<file path="src/rtl/mem_stage.sv">
// mem_stage: memory stage of the five-stage LoongArch pipeline.
//
// Sits between ex_stage and wb_stage. Instructions arrive with their
// data-SRAM request already issued by ex_stage. For memory instructions the
// stage waits here for the data_ok response. Load data is then aligned and
// sign/zero-extended. The result is handed to wb_stage over the valid/allowin
// handshake.
//
// Ports:
//   clk, reset          clock, asynchronous active-high reset
//   ms_allowin          stage can accept an instruction this cycle
//   es_to_ms_valid/bus  upstream instruction
//                       bus layout: {pass, ms_ex, mem_req, load_op,
//                                    gr_we, dest, alu_result, pc}
//   ws_allowin          downstream ready
//   ms_to_ws_valid/bus  result to wb_stage
//                       bus layout: {pass, gr_we, dest, final_result, pc}
//   data_sram_data_ok   one-cycle response pulse
//   data_sram_rdata     read data, valid with data_ok
//   ws_flush_pipe       exception/ertn flush from wb_stage
//   ms_ex_out           valid instruction carrying an exception
//   ms_fwd_*            forwarding/stall information for the decode stage
module mem_stage #(
    parameter int unsigned PASS_W = 119,
    parameter int unsigned ES_W   = PASS_W + 75,
    parameter int unsigned WS_W   = PASS_W + 70
) (
    input  logic              clk,
    input  logic              reset,
    output logic              ms_allowin,
    input  logic              es_to_ms_valid,
    input  logic [ES_W-1:0]   es_to_ms_bus,
    input  logic              ws_allowin,
    output logic              ms_to_ws_valid,
    output logic [WS_W-1:0]   ms_to_ws_bus,
    input  logic              data_sram_data_ok,
    input  logic [31:0]       data_sram_rdata,
    input  logic              ws_flush_pipe,
    output logic              ms_ex_out,
    output logic              ms_fwd_valid,
    output logic [4:0]        ms_fwd_dest,
    output logic              ms_fwd_ready,
    output logic [31:0]       ms_fwd_data
);

    // ------------------------------------------------------------------
    // State
    // ------------------------------------------------------------------
    logic              r_ms_valid;
    logic [ES_W-1:0]   r_es_bus;
    logic              r_buf_valid;
    logic [31:0]       r_buf_data;
    logic              r_drop_pending;

    // ------------------------------------------------------------------
    // Field decode of the captured ex->mem bus
    // ------------------------------------------------------------------
    logic [PASS_W-1:0] w_pass;
    logic              w_ms_ex;
    logic              w_mem_req;
    logic [2:0]        w_load_op;
    logic              w_gr_we;
    logic [4:0]        w_dest;
    logic [31:0]       w_alu_result;
    logic [31:0]       w_pc;

    assign w_pass       = r_es_bus[ES_W-1 -: PASS_W];
    assign w_ms_ex      = r_es_bus[74];
    assign w_mem_req    = r_es_bus[73];
    assign w_load_op    = r_es_bus[72:70];
    assign w_gr_we      = r_es_bus[69];
    assign w_dest       = r_es_bus[68:64];
    assign w_alu_result = r_es_bus[63:32];
    assign w_pc         = r_es_bus[31:0];

    // ------------------------------------------------------------------
    // Handshake
    // ------------------------------------------------------------------
    logic w_resp_ok;
    logic w_ready_go;
    logic w_leave;

    // A response arriving while drop_pending belongs to a flushed request
    // and must not complete the instruction currently in the stage.
    assign w_resp_ok  = data_sram_data_ok && !r_drop_pending;

    assign w_ready_go = !w_mem_req || w_ms_ex || r_buf_valid || w_resp_ok;

    assign ms_allowin     = !r_ms_valid || (w_ready_go && ws_allowin);
    assign ms_to_ws_valid = r_ms_valid && w_ready_go && !ws_flush_pipe;
    assign w_leave        = ms_to_ws_valid && ws_allowin;

    always_ff @(posedge clk or posedge reset) begin
        if (reset) begin
            r_ms_valid <= 1'b0;
        end else if (ws_flush_pipe) begin
            r_ms_valid <= 1'b0;
        end else if (ms_allowin) begin
            r_ms_valid <= es_to_ms_valid;
        end
    end

    always_ff @(posedge clk or posedge reset) begin
        if (reset) begin
            r_es_bus <= '0;
        end else if (es_to_ms_valid && ms_allowin) begin
            r_es_bus <= es_to_ms_bus;
        end
    end

    // ------------------------------------------------------------------
    // Read-data buffer: holds a response that arrived while wb_stage was
    // not accepting, so the one-cycle data_ok pulse is never lost.
    // ------------------------------------------------------------------
    always_ff @(posedge clk or posedge reset) begin
        if (reset) begin
            r_buf_valid <= 1'b0;
            r_buf_data  <= '0;
        end else if (ws_flush_pipe || w_leave) begin
            r_buf_valid <= 1'b0;
        end else if (r_ms_valid && w_mem_req && w_resp_ok && !r_buf_valid) begin
            r_buf_valid <= 1'b1;
            r_buf_data  <= data_sram_rdata;
        end
    end

    // ------------------------------------------------------------------
    // Drop tracking for a request flushed before its response arrived.
    // The set term uses the filtered response so that a discarded pulse
    // coinciding with a second flush of a waiting load keeps the flag set.
    // ------------------------------------------------------------------
    logic w_drop_set;

    assign w_drop_set = ws_flush_pipe && r_ms_valid && w_mem_req &&
                        !r_buf_valid && !w_resp_ok;

    always_ff @(posedge clk or posedge reset) begin
        if (reset) begin
            r_drop_pending <= 1'b0;
        end else if (w_drop_set) begin
            r_drop_pending <= 1'b1;
        end else if (data_sram_data_ok) begin
            r_drop_pending <= 1'b0;
        end
    end

    // ------------------------------------------------------------------
    // Load alignment and extension
    // ------------------------------------------------------------------
    logic [31:0] w_rdata;
    logic [7:0]  w_byte;
    logic [15:0] w_half;
    logic [31:0] w_load_data;
    logic [31:0] w_final_result;

    assign w_rdata = r_buf_valid ? r_buf_data : data_sram_rdata;

    always_comb begin
        w_byte = w_rdata[7:0];
        case (w_alu_result[1:0])
            2'd0:    w_byte = w_rdata[7:0];
            2'd1:    w_byte = w_rdata[15:8];
            2'd2:    w_byte = w_rdata[23:16];
            default: w_byte = w_rdata[31:24];
        endcase
    end

    assign w_half = w_alu_result[1] ? w_rdata[31:16] : w_rdata[15:0];

    always_comb begin
        w_load_data = w_rdata;
        case (w_load_op)
            3'b000:  w_load_data = {{24{w_byte[7]}}, w_byte};
            3'b100:  w_load_data = {24'd0, w_byte};
            3'b001:  w_load_data = {{16{w_half[15]}}, w_half};
            3'b101:  w_load_data = {16'd0, w_half};
            default: w_load_data = w_rdata;
        endcase
    end

    // Stores carry gr_we=0 and therefore pass alu_result through.
    assign w_final_result = (w_mem_req && w_gr_we) ? w_load_data : w_alu_result;

    // ------------------------------------------------------------------
    // Outputs
    // ------------------------------------------------------------------
    assign ms_to_ws_bus = {w_pass, w_gr_we, w_dest, w_final_result, w_pc};

    assign ms_ex_out    = r_ms_valid && w_ms_ex;
    assign ms_fwd_valid = r_ms_valid && w_gr_we;
    assign ms_fwd_dest  = w_dest;
    assign ms_fwd_ready = w_ready_go;
    assign ms_fwd_data  = w_final_result;

endmodule

</file>
<file path="config.mk">
export PLATFORM = sky130hd
export DESIGN_NAME = mem_stage
export DESIGN_NICKNAME = d
export VERILOG_FILES = /design/src/rtl/mem_stage.sv
export SDC_FILE = /design/constraint.sdc
export NUM_CORES = 1
export LEC_CHECK = 0
export ABC_AREA = 1
export BUFFER_PORTS_ARGS = -buffer_cell sky130_fd_sc_hd__buf_4
export CELL_PAD_IN_SITES_DETAIL_PLACEMENT = 1
export CELL_PAD_IN_SITES_GLOBAL_PLACEMENT = 2
export CORE_AREA = 5 5 207 209
export CTS_BUF_LIST = sky130_fd_sc_hd__clkbuf_4 sky130_fd_sc_hd__clkbuf_8
export CTS_CLUSTER_DIAMETER = 100
export DETAILED_ROUTE_END_ITERATION = 16
export DIE_AREA = 0 0 212 214
export GPL_TIMING_DRIVEN = 0
export PLACE_DENSITY_LB_ADDON = 0.1
export SETUP_SLACK_MARGIN = 0.15
export SLEW_MARGIN = 20
export SYNTH_ARGS = -nofsm -noshare
export SYNTH_HDL_FRONTEND = slang
export SYNTH_SLANG_ARGS = --single-unit
export TNS_END_PERCENT = 30
</file>
<file path="constraint.sdc">
create_clock -name clk -period 16.9 [get_ports clk]
set_clock_uncertainty 0.15 [all_clocks]
set_input_delay 3.38 -clock clk [delete_from_list [all_inputs] [get_ports clk]]
set_output_delay 3.38 -clock clk [all_outputs]
set_load 0.05 [all_outputs]
</file>
==> metrics list, run 1 <==
- TritonCTS built the clock tree.
- Commonest cells after routing, fill and taps aside: sky130_fd_sc_hd__buf_4 (672), sky130_fd_sc_hd__nand2_1 (537), sky130_fd_sc_hd__dfrtp_1 (229)
- The congestion estimate from routability-driven global placement came to 0.809.
- For this configuration, the core starts out at a cell density of 0.297.
- Derived from the worst setup path, the maximum achievable clock frequency is 119 MHz.
* Die Width: 212 um
* Slew HR: 0.499
- Yosys printed 0 warnings.
* Busiest layer in global routing: met2
* Status: finished clean
- The path with the worst hold slack has its endpoint at r_es_bus[9].
* Global-route wire length before repair: 73900 um
- Hold Fails Final Rpt: 0
- Count of mapped cells out of synthesis: 1542
- At the end of the flow the core is filled with cells to 0.424.
- For this run, the register share of the synthesized area comes to 0.475.
- Share of post-route cells with drive strength above 1: 0.388
* Number of max-slew violations in the final report: 0
- For met2 alone, demand over resource in global routing was 0.372.
- After clock tree synthesis, the setup repair step added 0 buffers.
- Count of state elements after synthesis: 229
- Entering global routing, the biggest net connects 89 pins.
* Count of buffers from port buffering: 462
- In this run the standard cell core region covers 40600 um2.
- Met3 usage in global routing: 0.0714
* Data required time at the worst endpoint: 13.37 ns
- The min-delay analysis places its worst path in the category flip-flop to flip-flop.
- The total overflow left after global routing is 0.
- For this run, design rule violations remaining after detail routing come to 0.
- The area growth from synthesis to layout is 42.8%.
* Count of endpoints failing setup in the final report: 0
- Post-synthesis cell type count: 27
- Setup repair after global routing missed its margin: false
- HPWL after detailed placement: 38200 um
- The die covers 45400 um2.
- PostCTS Resize Cnt: 0
- CTS saw 229 sinks.
* Number of cell instances on the worst register-to-register path: 9
- Counting every net in the synthesized netlist gives 1774.
- Overall global routing resource usage: 0.209
- Number of antenna violations at the first check in global routing: 6
* Clock transition at the register clock pins on the worst setup and hold paths after CTS: 0.05 ns
* Worst hold path depth: 2
- Number of buffers inserted during clock tree synthesis: 46
- Leaving out fill and tap cells, the most frequent cell in the layout is sky130_fd_sc_hd__buf_4.
- Per-cell via count in the routed design: 4.43
* Average wire per cell in the routed design: 18.5 um
* Bufs on Longest Clock Path: 3
* Antenna-violating nets left: 0
- Met1 Usage GRT: 0.234
- Category of the critical setup timing path: primary input to primary output
- The worst setup path is launched from a primary input.
* Endpoint of the worst-slack reg-to-reg timing path: r_es_bus[8]
- Along the worst path, the maximum fanout reaches 2.
* Total number of placement rows: 74
- Per-instance average area after synthesis: 7.83 um2
- Max-capacitance violation count: 0
* Nets: 2286
- The clock reaches the later pin of the worst-skew pair after 0.60 ns.
- In the post-route analysis, the smallest setup slack over all paths is 8.52 ns.
* Power per cell area: 120 nW/um2
* Kind of end point of the critical path: primary output
* Hold_buf cts: 0
- Static leakage: 9.69 nW
- Maximum ir drop on the vdd rail: 0.0569 mV
- Dividing the final minimum period by the clock period gives 0.496.
- Summing over every cut layer, the via total after detailed routing is 11600.
- Master cell of the clock root buffer: sky130_fd_sc_hd__clkbuf_8
- The worst register-to-register path begins at r_buf_valid.
- In this run, the number of DRC markers left after iteration 0 of detailed routing was 439.
- Syn Std Cell Area: 12100 um2
* Total negative slack: 0 ns
- H-Tree Depth: 2
- For this design the top-level I/O count stands at 463.
- The first detailed-routing pass ran for 5 iterations.
- The startpoint identified for the worst hold timing path is r_es_bus[9].
- Actual transition at the worst max-transition pin: 0.751 ns
- Number of global-route vias before repair: 12500
* Routed WL: 48600 um
* Vertical die dimension: 214 um
- At the worst endpoint, the arrival time is 4.85 ns.
* Worst slack after detailed placement: 8.46 ns
- In this run the register-to-register setup slack is 14.96 ns.
- Clock period minus final worst setup slack: 8.38 ns
- Power consumption: 2.07 mW
* Fillers: 5028
==> worst max-delay path, stage by stage <==
cell and delay (ns):
sky130_fd_sc_hd__buf_4 0.08, sky130_fd_sc_hd__inv_1 0.04, sky130_fd_sc_hd__o21ai_0 0.46, sky130_fd_sc_hd__nand3_1 0.14, sky130_fd_sc_hd__o211ai_1 0.15, sky130_fd_sc_hd__nor2_1 0.09, sky130_fd_sc_hd__nor2_1 0.20, sky130_fd_sc_hd__buf_4 0.15
sky130_fd_sc_hd__buf_4 0.18
==> per-layer routing <==
layer	share of wire	routed length, um	vias to the layer above
met5	0.00027	13	-
met1	0.37	18200	5588
met2	0.52	25200	286
met4	0.026	1240	2
met3	0.080	3900	69
li1	-	-	5683
==> cell usage after synthesis <==
cell / instances / area, um2
sky130_fd_sc_hd__nor3_2: 1 / 10.0
sky130_fd_sc_hd__nand4_2: 2 / 25.0
sky130_fd_sc_hd__dfrtp_1: 229 / 5730
sky130_fd_sc_hd__a21oi_2: 1 / 8.76
sky130_fd_sc_hd__nand2_2: 5 / 31.3
sky130_fd_sc_hd__nor2_1: 51 / 191
sky130_fd_sc_hd__nor3_1: 1 / 5.00
sky130_fd_sc_hd__o211ai_1: 11 / 82.6
sky130_fd_sc_hd__nand2_1: 537 / 2020
sky130_fd_sc_hd__nand4_1: 2 / 12.5
sky130_fd_sc_hd__inv_2: 2 / 7.51
sky130_fd_sc_hd__buf_4: 210 / 1580
sky130_fd_sc_hd__buf_2: 34 / 170
sky130_fd_sc_hd__a31oi_1: 1 / 6.26
sky130_fd_sc_hd__clkbuf_1: 29 / 109
sky130_fd_sc_hd__or2_2: 1 / 6.26
sky130_fd_sc_hd__o21a_1: 1 / 7.51
sky130_fd_sc_hd__inv_1: 93 / 349
sky130_fd_sc_hd__a21oi_1: 46 / 230
sky130_fd_sc_hd__nand2_4: 1 / 11.3
sky130_fd_sc_hd__o32ai_1: 1 / 8.76
sky130_fd_sc_hd__buf_1: 5 / 18.8
sky130_fd_sc_hd__nand3_4: 1 / 17.5
sky130_fd_sc_hd__buf_6: 8 / 90.1
sky130_fd_sc_hd__o21ai_1: 29 / 145
sky130_fd_sc_hd__o21ai_0: 30 / 150
sky130_fd_sc_hd__nand3_1: 210 / 1050
==> cell families after synthesis <==
kind of cell	count (synthesis)	share of synthesized area
and+or+nand+nor	812	0.280
DFF	229	0.475
AOI/OAI and AO/OA	120	0.0530
buffers and inverters	381	0.192
==> stage by stage <==
stage | std cells | cell area, um2 | hold WS, ns
6_report | 2622 | 17200 | 0.317
5_1_grt | 2619 | 17200 | 0.339
4_1_cts | 2616 | 17200 | 0.323
3_5_place_dp | 2538 | 16300 | 0.310
3_3_place_gp | 2536 | 16200 | 0.303
2_1_floorplan | 1542 | 12100 | 0.292
==> state kept, by name, summed over array words and instances (netlist names) <==
signal and flops:
r_buf_data 32, r_es_bus 194, r_buf_valid 1, r_ms_valid 1, r_drop_pending 1
==> how the worst max path moves through the flow <==
stage                                    from          endpoint  depth (start not counted)
after global routing      data_sram_rdata[17]  ms_to_ws_bus[33]                          7
final                     data_sram_rdata[21]  ms_to_ws_bus[37]                          9
after CTS                 data_sram_rdata[21]  ms_to_ws_bus[37]                          9
after global placement                  reset      r_es_bus[60]                          2
after detailed placement  data_sram_rdata[21]  ms_to_ws_bus[37]                          9
after floorplan                         reset     r_buf_data[0]                          1
==> cell type report <==
type	count	area (um2)	area share
diodes	6	15.0	0.000871
clock buffers	72	891	0.0517
flip-flops and latches	229	5730	0.333
well taps	532	666	0.0386
clock inverters	6	63.8	0.00370
repair buffers	464	3520	0.204
multi-input cells	932	4020	0.233
plain buffers	286	1960	0.114
inverters	95	364	0.0211
==> power breakdown <==
| part | internal [mW] | switching [mW] | leakage, nW | total (mW) |
|---|---|---|---|---|
| Clock | 0.347 | 0.252 | 0.503 | 0.599 |
| Sequential | 0.633 | 0.0462 | 2.80 | 0.679 |
| Combinational | 0.282 | 0.513 | 6.39 | 0.795 |
No activity file was read; power rests on OpenSTA's default activity.
==> run 2: changes to the inputs <==
- CORE_AREA: 5 5 207 209 -> 5 5 226 228
- DIE_AREA: 0 0 212 214 -> 0 0 231 233
- clock period: 16.9 -> 6.8 ns (I/O delays scaled with it)
==> run 2 against run 1 <==
Compared with the run above:
- combinational power grew to 2.5 times the previous value
- first-iteration DRC count grew 2.3%
- clock power grew to 2.7 times the previous value
- flip-flop and latch count is the same
- global-route usage shrank 2.1 points
- highest routed layer unchanged
- worst hold slack gained 0.0026 ns
- non-clock buffer count grew 7
- sequential power grew 150%
- utilization shrank 6.2 points
- worst setup slack lost 6.1 ns
- critical path type is now flip-flop to primary output
==> metrics list, run 2 (synthesized netlist as in run 1, its figures left out) <==
- The detailed-route via count is 11600 (-0.10%).
* Number of buffers inserted to repair setup after CTS: 0 (unchanged)
- Growth of design area from synthesis to finish: 45.9%
- Routed WL: 51700 um (+6.5%)
* Slew HR: 0.513 (+0.0133)
- Overflow left after global routing: 0 (unchanged)
* Startpoint types: flip-flop
- HPWL after detailed placement: 41200 um (+7.8%)
- The pre-CTS setup slack is 2.38 ns (-6.09 ns).
- Crit path max fanout: 10 (+8)
* Hold Startpoint: r_es_bus[112]
- Clock period minus final worst setup slack: 4.40 ns
* Largest reg by FF count: r_es_bus
* Power consumption: 5.31 mW (+160%)
- Count of buffers from port buffering: 462 (unchanged)
- Final routed DRC violation total: 0 (unchanged)
* Number of buffers inserted during clock tree synthesis: 48 (+4.3%)
- Startpoint of the worst setup timing path: r_es_bus[70]
* Nets: 2295 (+0.39%)
- The signal arrival time at the worst endpoint is 2.89 ns (-1.96 ns).
- The worst hold path stage count was 2 (unchanged).
- The count of instances resized after the clock tree is built came to 0 (unchanged).
* Hold/Removal Path Class: flip-flop to flip-flop
- Maximum number of pins on one net before global-route repair: 30 (-66%)
* Hold_buf cts: 0 (unchanged)
* Worst hold endpoint: r_es_bus[112]
- Number of global-route vias before repair: 12800 (+2.2%)
* Power per cell area: 302 nW/um2 (+150%)
- Status: finished clean
* Worst setup slack after layout: 2.40 ns (-6.11 ns)
- Max-capacitance violation count: 0 (unchanged)
* Area post-placement: 16500 um2 (+1.5%)
* Sinks on the clock net: 229 (unchanged)
- Commonest cells after routing, fill and taps aside: sky130_fd_sc_hd__buf_4 (672), sky130_fd_sc_hd__nand2_1 (537), sky130_fd_sc_hd__dfrtp_1 (229)
* Leading registers by flop count: r_es_bus: 194 flops, r_buf_data: 32 flops
- The H-tree depth reported by CTS is 2 (unchanged).
- The worst hold slack after final layout was 0.319 ns (+0.00264 ns).
* Share of post-route cells with drive strength above 1: 0.393 (+0.00495)
* Total negative slack: 0 ns (unchanged)
- The maximum ir drop on the vdd rail was 0.106 mV (+87%).
- The filler-free cell count of the finished design was 2729 (+4.1%).
- The total count of max-transition violations in the final report is 0 (unchanged).
- The worst setup slack for register-to-register paths was 4.83 ns (-10.13 ns).
* Met1 Usage GRT: 0.214 (-0.0202)
- Number of antenna violations at the first check in global routing: 10 (+4)
- The final routed wire length divided by cell count was 19.0 um (+2.3%).
- CTS tree: built
* First-pass iteration count of the detailed router: 5 (unchanged)
- Derived from the worst setup path, the maximum achievable clock frequency is 227 MHz.
* Vertical die dimension: 233 um (+8.9%)
- Setup repair after global routing missed its margin: false
* Total number of placement rows: 81 (+9.5%)
* Actual transition at the worst max-transition pin: 0.731 ns (-0.0200 ns)
- By startpoint and endpoint, the worst setup path is classified as flip-flop to primary output.
- Post-layout instance area: 17600 um2 (+2.2%)
- Floorplan die area: 53800 um2 (+19%)
* Cells after DPL: 2635 (+3.8%)
* Busiest layer in global routing: met2
- Antenna-violating nets left: 0 (unchanged)
- The aggregate global-route resource usage came to 0.189 (-0.0205).
* Data required time at the worst endpoint: 5.29 ns (-8.08 ns)
* Clock transition at the register clock pins on the worst setup and hold paths after CTS: 0.06 ns (about the same)
- Count of endpoints failing setup in the final report: 0 (unchanged)
- Hold Fails Final Rpt: 0 (unchanged)
* Max FFs per register: 194 (unchanged)
- The worst setup path is captured at a primary output.
* Met2 capacity usage during global routing: 0.330 (-0.0422)
* Per-cell via count in the routed design: 4.26 (-4.0%)
- Top-level I/O count: 463 (unchanged)
- The root buffer cell chosen for the clock tree is sky130_fd_sc_hd__clkbuf_8.
- In this run the critical register-to-register path is launched from r_buf_valid.
- Insertion delay of the later-clocked pin in the worst-skew pair: 0.61 ns (about the same)
- Most frequent standard cell in the layout excluding fill and tap cells: sky130_fd_sc_hd__buf_4
- Bufs on Longest Clock Path: 3 (unchanged)
- The iteration-0 DRC count of the detailed router was 449 (+2.3%).
- The first-pass GRT wire length is 78100 um (+5.6%).
* Routability congestion estimate from global placement: 0.792 (-2.1%)
- Static leakage: 9.82 nW (+1.3%)
- Met3 usage in global routing: 0.0683 (-0.00306)
- The area of the core came to 48600 um2 (+20%).
- Effective utilization at floorplan: 0.248 (-0.0488)
* Endpoint of the worst-slack reg-to-reg timing path: r_es_bus[16]
- The number of cells traversed by the worst register-to-register path was 9 (unchanged).
* Final worst path period share: 0.647
- The die boundary width was 231 um (+9.0%).
- The utilization after layout came to 0.362 (-0.0621).
run 2: changes by cell type in the layout (fill, tap and decap cells not counted):
cell                         delta
sky130_fd_sc_hd__clkbuf_8      +12
sky130_fd_sc_hd__bufinv_16      -1
sky130_fd_sc_hd__clkinv_2       +1
sky130_fd_sc_hd__clkbuf_4       -1
sky130_fd_sc_hd__inv_6          -1
sky130_fd_sc_hd__clkinvlp_4     +1
sky130_fd_sc_hd__buf_12         +7
sky130_fd_sc_hd__inv_8          -1
run 2: worst max path at each step:
stage / slack, ns / endpoint / depth (start not counted)
final: 2.40 / ms_to_ws_bus[38] / 9
after global routing: 2.18 / ms_to_ws_bus[33] / 11
after CTS: 2.29 / ms_to_ws_bus[38] / 9
after detailed placement: 2.38 / ms_to_ws_bus[37] / 9
after global placement: 0.17 / r_es_bus[186] / 2
after floorplan: 2.10 / ms_to_ws_bus[33] / 5
run 2: critical path: stages, from the launching register on:
cell	delay, ns
sky130_fd_sc_hd__dfrtp_1	0.37
sky130_fd_sc_hd__buf_6	0.14
sky130_fd_sc_hd__nor2_1	0.39
sky130_fd_sc_hd__nand2_1	0.31
sky130_fd_sc_hd__nand2_1	0.24
sky130_fd_sc_hd__inv_1	0.10
sky130_fd_sc_hd__a21oi_1	0.23
sky130_fd_sc_hd__a21oi_1	0.16
sky130_fd_sc_hd__buf_4	0.16
sky130_fd_sc_hd__buf_4	0.18
run 2: per-layer routing:
metal | routed length (um) | vias up
met5 | 37 | -
met4 | 1450 | 6
met3 | 3940 | 87
met2 | 26100 | 268
met1 | 20200 | 5542
li1 | - | 5713
run 2: area by class of cell:
type,instances,area (um2)
fill,5925,31000
sequential,229,5730
multi-input combinational,932,4020
timing repair buffer,471,3660
buffer,286,1960
clock buffer,83,1050
tap,622,778
inverter,95,360
clock inverter,5,30.0
antenna,6,15.0
run 2: power by group:
| part | switching, mW | internal, mW | total, mW |
|---|---|---|---|
| combinational | 1.29 | 0.708 | 1.99 |
| sequential | 0.117 | 1.57 | 1.69 |
| clock | 0.666 | 0.963 | 1.63 |
==> run 3: changes to the inputs <==
- CORE_AREA: 5 5 226 228 -> 5 5 214 216
- DIE_AREA: 0 0 231 233 -> 0 0 219 221
- clock period: 6.8 -> 4.2 ns (I/O delays scaled with it)
==> run 3 against run 2 <==
Compared with the run above:
- cell area down 1.1%
- non-clock buffer count shrank 1
- worst setup slack lost 2.1 ns
- via count increased by 0.66%
- global-route usage rose by 1.2 points
- register-to-register slack got worse by 2.6 ns
- sequential share of layout area up 0.35 points
- worst hold slack worse by 0.14 ns
- clock power grew 48%
- power grew 58%
- largest cell class unchanged
==> metrics list, run 3 (synthesized netlist as in run 1, its figures left out) <==
- Maximum number of pins on one net before global-route repair: 31 (+3.3%)
* Number of cell instances on the worst register-to-register path: 9 (unchanged)
- Walking the worst path, the cells encountered are buf_6 -> clkbuf_1 -> o21ai_0 -> nand3_1 -> o211ai_1 -> nor2_1 -> nor2_1 -> buf_4 -> buf_4.
* Clock transition at the register clock pins on the worst setup and hold paths after CTS: 0.05 ns (about the same)
- Met1 Usage GRT: 0.230 (+0.0163)
- Commonest cells after routing, fill and taps aside: sky130_fd_sc_hd__buf_4 (672), sky130_fd_sc_hd__nand2_1 (537), sky130_fd_sc_hd__dfrtp_1 (229)
* Standard cell with the maximum stage delay on the critical path: sky130_fd_sc_hd__o21ai_0
* Top delay family on crit path: compound AO/OA/AOI/OAI gates
- Count of buffers from port buffering: 462 (unchanged)
* Count of endpoints failing setup in the final report: 0 (unchanged)
- Number of max-slew violations in the final report: 0 (unchanged)
- The largest incremental delay on the critical path is 0.60 ns (+0.21 ns).
- Floorplan die area: 48400 um2 (-10%)
* Total number of placement rows: 77 (-4.9%)
* Crit path max fanout: 10 (unchanged)
- The worst register-to-register path ends at r_es_bus[139].
* Number of buffers inserted during clock tree synthesis: 47 (-2.1%)
- The number of post-CTS setup repair buffers is 0 (unchanged).
- Hold/Removal Path Class: primary input to async pin
- The most critical setup path has its endpoint at ms_to_ws_bus[35].
- Die Width: 219 um (-5.2%)
- The worst setup slack for register-to-register paths was 2.27 ns (-2.56 ns).
- Max FFs per register: 194 (unchanged)
- The tree is rooted in a sky130_fd_sc_hd__clkbuf_8.
* Category of the critical setup timing path: flip-flop to primary output
- Effective utilization at floorplan: 0.276 (+0.0278)
- The detailed-route via count was 11700 (+0.66%).
- Final core utilization: 0.398 (+0.0364)
- The area taken by multi-input logic gates was 4020 um2 (unchanged).
* CTS tree: built
- The area of the core was 43700 um2 (-10%).
- Sinks on the clock net: 229 (unchanged)
- Bufs and invs on worst path: 4 (unchanged)
- HPWL after detailed placement: 39100 um (-5.1%)
- Of the available clock period, the critical path in the final layout requires 0.924.
- The flow ran to the end, and the final reports show no timing, DRC or antenna violations.
- The global routing stage identified its most utilized layer as met2.
- Data required time at the worst endpoint: 3.21 ns (-2.08 ns)
- The slew at the pin closest to its max-slew limit came to 0.727 ns (-0.00458 ns).
- Insertion delay of the later-clocked pin in the worst-skew pair: 0.59 ns (-0.02 ns)
- Derived from the worst setup path, the maximum achievable clock frequency is 258 MHz.
* Kind of end point of the critical path: primary output
- The count of hold-fix buffers inserted at cts is 0 (unchanged).
* Maximum ir drop on the vdd rail: 0.285 mV (+170%)
* Final routed DRC violation total: 0 (unchanged)
* Most frequent standard cell in the layout excluding fill and tap cells: sky130_fd_sc_hd__buf_4
- The net count of the finished layout came to 2293 (-0.087%).
- Power per cell area: 481 nW/um2 (+59%)
* First-pass iteration count of the detailed router: 5 (unchanged)
- The aggregate global-route resource usage came to 0.201 (+0.0121).
* Number of global-route vias before repair: 12800 (+0.41%)
- Hold Fails Final Rpt: 0 (unchanged)
* Clock period minus final worst setup slack: 3.88 ns
- STA classifies the critical path startpoint as a flip-flop.
* Max-capacitance violation count: 0 (unchanged)
- Met2 capacity usage during global routing: 0.344 (+0.0139)
* Slew HR: 0.516 (+0.00305)
- The largest registers in the layout are r_es_bus: 194 flops, r_buf_data: 32 flops.
- Routability congestion estimate from global placement: 0.837 (+5.6%)
- The signal arrival time at the worst endpoint is 2.89 ns (about the same).
* Fillers: 5439 (-8.2%)
- The leakage power total was 9.75 nW (-0.63%).
* Startpoint of the worst register-to-register path: r_buf_valid
- H-Tree Depth: 2 (unchanged)
- Post-layout instance area: 17400 um2 (-1.1%)
- The count of instances resized after the clock tree is built was 0 (unchanged).
- The critical path starts at r_buf_valid.
* Average wire per cell in the routed design: 18.4 um (-3.2%)
* Per-cell via count in the routed design: 4.35 (+2.2%)
- Overflow left after global routing: 0 (unchanged)
- The die span in y came to 221 um (-5.2%).
- Relative to the synthesized area, the layout overhead comes to 44.4%.
* Routed WL: 49300 um (-4.7%)
* Logic depth of the worst path, buffers included: 9 (unchanged)
- Ranked by flip-flop count, first place goes to r_es_bus.
- The iteration-0 DRC count of the detailed router was 432 (-3.8%).
- The final antenna-violating net count came to 0 (unchanged).
* Setup repair after global routing missed its margin: true
- The sequential cell area in the final layout is 5730 um2 (unchanged).
- The number of antenna violations at the first check in global routing came to 4 (-6).
- The maximum count of clock buffers along a single path is 3 (unchanged).
- Area post-placement: 16400 um2 (-0.39%)
- The total I/O pin count is 463 (unchanged).
- The met3 capacity usage during global routing was 0.0729 (+0.00452).
* Share of post-route cells with drive strength above 1: 0.391 (-0.00261)
- The final setup TNS came to 0 ns (unchanged).
* Global-route wire length before repair: 75600 um (-3.2%)
run 3: cell count changes in the layout (fill, tap and decap cells not counted):
| cell | before | now |
|---|---|---|
| sky130_fd_sc_hd__clkbuf_8 | 68 | 59 |
| sky130_fd_sc_hd__o21ai_1 | 29 | 30 |
| sky130_fd_sc_hd__clkinvlp_4 | 3 | 1 |
| sky130_fd_sc_hd__clkbuf_4 | 15 | 17 |
| sky130_fd_sc_hd__buf_16 | 2 | 1 |
| sky130_fd_sc_hd__o21ai_0 | 30 | 29 |
| sky130_fd_sc_hd__diode_2 | 6 | 3 |
| sky130_fd_sc_hd__inv_8 | 0 | 1 |
run 3: area by class of cell:
class | instances | area share
flip-flops and latches | 229 | 0.329
multi-input cells | 932 | 0.231
repair buffers | 470 | 0.209
plain buffers | 286 | 0.113
clock buffers | 76 | 0.0539
well taps | 592 | 0.0425
inverters | 95 | 0.0207
clock inverters | 4 | 0.00151
diodes | 3 | 0.000431
run 3: per-stage QoR:
stage	hold WS (ns)	power [mW]	cells	setup WS [ns]
2_1_floorplan	0.292	4.95	1542	0.216
3_3_place_gp	0.304	5.97	2596	-1.76
3_5_place_dp	0.309	6.02	2604	0.814
4_1_cts	0.120	8.53	2684	0.283
5_1_grt	0.175	8.85	2687	0.128
6_report	0.179	8.37	2687	0.319
run 3: worst min-delay path by stage:
stage	to	slack, ns	cells after the start
final	r_es_bus[101]	0.18	2
after global routing	r_es_bus[101]	0.17	2
after CTS	r_es_bus[101]	0.12	2
after detailed placement	r_es_bus[107]	0.31	2
after global placement	r_es_bus[14]	0.30	2
after floorplan	r_buf_data[15]	0.29	2
run 3: report_power, final:
group | total, mW | internal [mW] | switching, mW
Combinational | 3.21 | 1.14 | 2.07
Clock | 2.42 | 1.40 | 1.02
Sequential | 2.74 | 2.55 | 0.190
Total | 8.37 | 5.09 | 3.28
run 3: layer usage:
metal	up-vias	part of all wire
met1	5609	0.39
li1	5704	-
met5	-	0.00014
met2	298	0.50
met3	80	0.080
met4	2	0.033
